### src/rtl/la_defines_pkg.sv
// rtl/la_defines_pkg.sv - shared state encoding and buffer geometry helpers for the LA capture path
package la_defines;

  typedef enum logic [2:0] {
    IDLE      = 3'd0,
    PRE       = 3'd1,
    WAIT_TRIG = 3'd2,
    POST      = 3'd3,
    DONE      = 3'd4
  } la_state_t;

  function automatic int unsigned buf_samples(input int unsigned depth);
    return 32'd1 << depth;
  endfunction

  // Largest history that still leaves room for the trigger sample itself.
  function automatic int unsigned pre_clamp_max(input int unsigned depth);
    return buf_samples(depth) - 32'd1;
  endfunction

  function automatic int unsigned pre_count_width(input int unsigned depth);
    return depth + 32'd1;
  endfunction

endpackage

### src/rtl/la_trigger_match.sv
// rtl/la_trigger_match.sv - masked pattern compare against config latched at arm, ORed with external trigger
module la_trigger_match #(
  parameter int WIDTH = 32
) (
  input  logic             cap_clk,
  input  logic             rst,
  input  logic             load,
  input  logic [WIDTH-1:0] trigger,
  input  logic [WIDTH-1:0] trigger_mask,
  input  logic [WIDTH-1:0] cap_data,
  input  logic             ext_trigger,
  output logic             hit
);

  logic [WIDTH-1:0] trigger_l;
  logic [WIDTH-1:0] mask_l;

  always_ff @(posedge cap_clk) begin
    if (rst) begin
      trigger_l <= '0;
      mask_l    <= '0;
    end else if (load) begin
      trigger_l <= trigger;
      mask_l    <= trigger_mask;
    end
  end

  assign hit = (((cap_data ^ trigger_l) & mask_l) == '0) | ext_trigger;

endmodule

### src/rtl/la_capture_sequencer.sv
// rtl/la_capture_sequencer.sv - write-port sequencer: pre-trigger ring, trigger qualification, post fill
module la_capture_sequencer #(
  parameter int CAPTURE_WIDTH = 32,
  parameter int CAPTURE_DEPTH = 10
) (
  input  logic                     cap_clk,
  input  logic                     rst,
  input  logic                     enable,
  input  logic                     arm_strobe,
  input  logic [CAPTURE_WIDTH-1:0] trigger,
  input  logic [CAPTURE_WIDTH-1:0] trigger_mask,
  input  logic [CAPTURE_DEPTH:0]   pre_trigger_count,
  input  logic [31:0]              repeat_count,
  input  logic                     cap_external_trigger,
  input  logic [CAPTURE_WIDTH-1:0] cap_data,
  output logic                     wr_en,
  output logic [CAPTURE_DEPTH-1:0] wr_addr,
  output logic [CAPTURE_WIDTH-1:0] wr_data,
  output logic [CAPTURE_DEPTH-1:0] start_addr,
  output logic                     armed,
  output logic                     triggered,
  output logic                     finished,
  input  logic                     finished_ack
);

  import la_defines::*;

  localparam int PCW = pre_count_width(CAPTURE_DEPTH);
  localparam logic [CAPTURE_DEPTH-1:0] PRE_MAX = CAPTURE_DEPTH'(pre_clamp_max(CAPTURE_DEPTH));
  localparam logic [CAPTURE_DEPTH-1:0] ONE     = CAPTURE_DEPTH'(1);

  la_state_t state, state_nx;

  logic [CAPTURE_DEPTH-1:0] ptr, ptr_nx;
  logic [CAPTURE_DEPTH-1:0] pre_l, pre_nx;
  logic [CAPTURE_DEPTH-1:0] post_cnt, post_nx;
  logic [31:0]              skip, skip_nx;
  logic [CAPTURE_DEPTH-1:0] start_nx;
  logic [CAPTURE_DEPTH-1:0] wr_addr_nx;
  logic [CAPTURE_WIDTH-1:0] wr_data_nx;
  logic [CAPTURE_DEPTH-1:0] pre_clamped;
  logic [CAPTURE_DEPTH-1:0] post_init;
  logic                     wr_en_nx;
  logic                     do_write;
  logic                     load_cfg;
  logic                     hit;

  la_trigger_match #(
    .WIDTH (CAPTURE_WIDTH)
  ) u_match (
    .cap_clk      (cap_clk),
    .rst          (rst),
    .load         (load_cfg),
    .trigger      (trigger),
    .trigger_mask (trigger_mask),
    .cap_data     (cap_data),
    .ext_trigger  (cap_external_trigger),
    .hit          (hit)
  );

  assign pre_clamped = (pre_trigger_count > PCW'(PRE_MAX)) ? PRE_MAX
                                                           : pre_trigger_count[CAPTURE_DEPTH-1:0];
  assign post_init   = PRE_MAX - pre_l;

  always_comb begin
    state_nx   = state;
    ptr_nx     = ptr;
    pre_nx     = pre_l;
    post_nx    = post_cnt;
    skip_nx    = skip;
    start_nx   = start_addr;
    wr_en_nx   = 1'b0;
    wr_addr_nx = wr_addr;
    wr_data_nx = wr_data;
    do_write   = 1'b0;
    load_cfg   = 1'b0;

    unique case (state)
      IDLE: begin
        if (arm_strobe && enable) begin
          load_cfg = 1'b1;
          pre_nx   = pre_clamped;
          skip_nx  = repeat_count;
          ptr_nx   = '0;
          state_nx = (pre_clamped != '0) ? PRE : WAIT_TRIG;
        end
      end
      PRE: begin
        if (!enable) begin
          state_nx = IDLE;
        end else begin
          do_write = 1'b1;
          if ((ptr + ONE) == pre_l) state_nx = WAIT_TRIG;
        end
      end
      WAIT_TRIG: begin
        if (!enable) begin
          state_nx = IDLE;
        end else begin
          do_write = 1'b1;
          if (hit) begin
            if (skip != 32'd0) begin
              skip_nx = skip - 32'd1;
            end else begin
              // The ring now holds pre history samples ending just before this one.
              start_nx = ptr - pre_l;
              post_nx  = post_init;
              state_nx = (post_init == '0) ? DONE : POST;
            end
          end
        end
      end
      POST: begin
        if (!enable) begin
          state_nx = IDLE;
        end else begin
          do_write = 1'b1;
          post_nx  = post_cnt - ONE;
          if (post_cnt == ONE) state_nx = DONE;
        end
      end
      DONE: begin
        if (finished_ack) state_nx = IDLE;
      end
      default: state_nx = IDLE;
    endcase

    if (do_write) begin
      wr_en_nx   = 1'b1;
      wr_addr_nx = ptr;
      wr_data_nx = cap_data;
      ptr_nx     = ptr + ONE;
    end
  end

  always_ff @(posedge cap_clk) begin
    if (rst) begin
      state      <= IDLE;
      ptr        <= '0;
      pre_l      <= '0;
      post_cnt   <= '0;
      skip       <= '0;
      start_addr <= '0;
      wr_en      <= 1'b0;
      wr_addr    <= '0;
      wr_data    <= '0;
      armed      <= 1'b0;
      triggered  <= 1'b0;
      finished   <= 1'b0;
    end else begin
      state      <= state_nx;
      ptr        <= ptr_nx;
      pre_l      <= pre_nx;
      post_cnt   <= post_nx;
      skip       <= skip_nx;
      start_addr <= start_nx;
      wr_en      <= wr_en_nx;
      wr_addr    <= wr_addr_nx;
      wr_data    <= wr_data_nx;
      armed      <= (state_nx == PRE) || (state_nx == WAIT_TRIG) || (state_nx == POST);
      triggered  <= (state_nx == POST) || (state_nx == DONE);
      finished   <= (state_nx == DONE);
    end
  end

endmodule

### config.mk
export PLATFORM = sky130hd
export DESIGN_NAME = la_capture_sequencer
export DESIGN_NICKNAME = d
export VERILOG_FILES = /design/src/rtl/la_defines_pkg.sv /design/src/rtl/la_trigger_match.sv /design/src/rtl/la_capture_sequencer.sv
export SDC_FILE = /design/constraint.sdc
export NUM_CORES = 1
export LEC_CHECK = 0
export ABC_AREA = 1
export CAP_MARGIN = 20
export CELL_PAD_IN_SITES_DETAIL_PLACEMENT = 0
export CELL_PAD_IN_SITES_GLOBAL_PLACEMENT = 2
export CORE_UTILIZATION = 30
export CTS_CLUSTER_SIZE = 25
export DETAILED_ROUTE_END_ITERATION = 10
export GPL_TIMING_DRIVEN = 0
export PLACE_DENSITY_LB_ADDON = 0.1
export SLEW_MARGIN = 10
export SYNTH_ARGS = -nofsm -noshare
export SYNTH_HDL_FRONTEND = slang
export SYNTH_SLANG_ARGS = --single-unit
### constraint.sdc
create_clock -name cap_clk -period 4.3 [get_ports cap_clk]
set_clock_uncertainty 0.1 [all_clocks]
set_input_delay 0.645 -clock cap_clk [delete_from_list [all_inputs] [get_ports cap_clk]]
set_output_delay 0.645 -clock cap_clk [all_outputs]
set_load 0.01 [all_outputs]
==> summary.txt <==
Setup path
  • Crit. End Element: flop
  • Critical Path AT: 3.16 ns
  • WP data required: 4.50 ns
  • CP Launch Type: input pin
  • Critical path type: in2reg
  • Max FO, Critical Path: 10

Synth
  • Simple-Gate Fraction of Synth Area: 0.286
  • #FFs+latches synth: 185
  • Multiplexer share of the synthesized area: 0
  • Mapped Nets: 1575
  • Prevailing post-synth register cell: dfxtp_1
  • Post-synthesis compound-gate area fraction: 0.189
  • Synth top area cells: dfxtp_1 (39%), nand2_1 (12%), o21ai_0 (9.4%), nor2_1 (8.1%), a21oi_1 (6.9%)
  • Synth Instances: 1415
  • Synth Area in Adders: 0.0207
  • Syn Std Cell Area: roughly 9400 sq um
  • EDFF count, synth: 0
  • Yosys top cell area share: 0.392
  • YS warnings: 0
  • Syn Area/Cell: 6.67 sq um
  • Unique masters post-synth: 44
  • Xor/xnor cell area share of the yosys netlist: 0.0232
  • Seq/Total Area, Yosys: 0.392
  • Ys async rst share: 0
  • Synth area leader: dfxtp_1
  • Main combinational cell family by area after synthesis: simple AND/OR/NAND/NOR gates

CTS
  • Sinks on the clock net: 185
  • CTS Buffer Depth: 2
  • Clock latency on the worst-skew pair: about 0.45 ns
  • Root Buffer: clkbuf_16
  • Clock transition at the registers of the reported paths: 0.07 ns
  • Hold_buf cts: 0
  • Post-CTS Setup Repair Bufs: 0
  • CTS resizes: 0
  • CTS tree: yes
  • Total CTS buffers: 17
  • Htree depth: 4

STA
  • Final period util: 0.686
  • Actual slew at the worst max-slew pin: 0.749 ns
  • Fmax: 339 MHz
  • RSZ-0062 raised after global routing: no
  • Final hold vios: 0
  • Relative slew slack: 0.501
  • Final Max Tran Viols: 0
  • Tmin final: slightly below 3 ns
  • Setup TNS: 0 ns
  • Endpoints failing setup: 0

Global route
  • Largest net degree at the start of global routing: 17
  • Vias in the first global route: 9449
  • Initial antenna violation count: 2
  • First-pass GRT wire length: approximately 53 mm
  • Gr ovfl total: 0
  • Gr usage total: 0.222

Pwr
  • Leakage power total: 0.00520 uW
  • PwrDens: 336 nW/um^2
  • IR drop worst, VDD: 0.000278 V

Layout
  • Most common cell after layout, fill and taps aside: nand2_1
  • Commonest cells after routing, fill and taps aside: nand2_1 (297), nor2_1 (203), clkdlybuf4s50_1 (199), dfxtp_1 (185), o21ai_0 (178)
  • Synthesis-to-finish area growth: 32.2%
  • Final nets: 1793
  • Layout cells sized above 1: 0.0529
  • Final Util: 0.406
  • # fillers: ~3300

Route
  • Met2 routed WL: 16.4 mm
  • Initial DRT Pass Iterations: 7
  • Per-cell routed wire length: 17.1 um
  • Max Used Layer: met5
  • Metal-1 WL: 16.6 mm
  • Remaining antenna violation count: 0
  • Vias per cell: 4.83
  • Met3 WL post-DR: 1.42 mm
  • DRT Wirelength: 34.9 mm
  • Via Count: 9865
  • Initial DRC Count: about 670
  • # DRC: 0

Floorplan
  • Die Wd: around 180 um
  • Number of I/O pins: approximately 200
  • Initial Utilization: 0.307
  • Die area: 32200 sq um
  • Total core area: 30700 sq um
  • Rows: 64
  • Chip Height: 179 um

Placement
  • IO buf count: 199
  • DPL Wire Length: between 20 and 30 mm
  • RD Place Congestion: 0.891

Run
  • Max Cap Viol: 0

Min path
  • Hold Crit Class: reg2reg

Outcome
  • Status: finished, final reports clean
[kinds of logic (layout without fill, tap and decap cells)]
kind of cell	Yosys count	after routing
adders and majority gates	15	15
DFF	185	185
buffers and inverters	211	442
xor gates and xnor gates	25	25
AOI/OAI and AO/OA	341	341
other	0	1
and+or+nand+nor	638	638
[worst max-delay path, stage by stage]
cell and delay [ns]:
clkdlybuf4s50_1 0.54, inv_1 0.15, nor3_2 0.61, clkbuf_1 0.52
clkbuf_1 0.53, a21oi_1 0.16
[report_power, final]
part	internal [uW]	total, uW	switching (uW)
logic	333	780	446
clock network	816	1540	722
registers	1810	1870	66.0
[metrics by stage]
step	total power, uW	instance area, sq um	hold slack (ns)	cells	worst slack (ns)
final	4190	12500	0.361	2043	1.35
after global routing	4400	12500	0.386	2043	1.15
after detailed placement	2700	11900	0.356	2010	0.848
after global placement	2700	11900	0.349	2010	0.891
after floorplan	2330	9440	0.330	1415	2.31
after CTS	4240	12500	0.366	2042	1.31
[layer usage]
layer	up-vias	GRT usage
li1	5046	-
met1	4540	0.296
met2	249	0.374
met3	28	0.0316
met4	2	0.0529
met5	-	0
[sequential cells by signal (all words and copies together), names as in the netlist]
signal and cells:
wr_data 32, wr_addr 10, u_match.trigger_l 32, start_addr 10
post_cnt 10, skip 32, pre_l 10, armed 1
finished 1, state 3, u_match.mask_l 32, ptr 10
triggered 1, wr_en 1
[worst paths after layout]
check / cells past startpoint / endpoint / start / slack (ns)
worst min register to register: 2 / u_match.mask_l[31] / u_match.mask_l[31] / 0.36
worst max register to register: 5 / wr_data[26] / state[2] / 1.75
worst min-delay path: 2 / u_match.mask_l[31] / u_match.mask_l[31] / 0.36
worst max-delay path: 6 / wr_data[26] / enable / 1.35
[cell type report]
cell class	instances	area (sq um)	area share
clock buffer	22	454	0.0364
inverter	149	559	0.0448
multi-input combinational	1019	4890	0.392
antenna	1	2.50	0.000201
timing repair buffer	199	1990	0.160
tap	396	495	0.0397
clock inverter	10	93.8	0.00752
sequential	185	3700	0.297
buffer	62	283	0.0227
[cell usage after synthesis (3+ instances only)]
library cell and instances:
xnor2_1 10, ha_1 14, o22ai_1 5, or2_2 4
buf_6 3, nor2_1 203, buf_2 12, a31oi_1 4
o21a_1 3, inv_2 7, nand4_1 18, inv_1 141
nand2_2 3, buf_4 3, a211oi_1 7, nand3_1 74
a21oi_2 4, dfxtp_1 185, nor3_1 16, nor2_2 10
o21ai_0 178, clkbuf_1 42, nand2_1 297, nor2_4 6
xor2_1 15, a21oi_1 130
(Power assumes the default switching activity.)
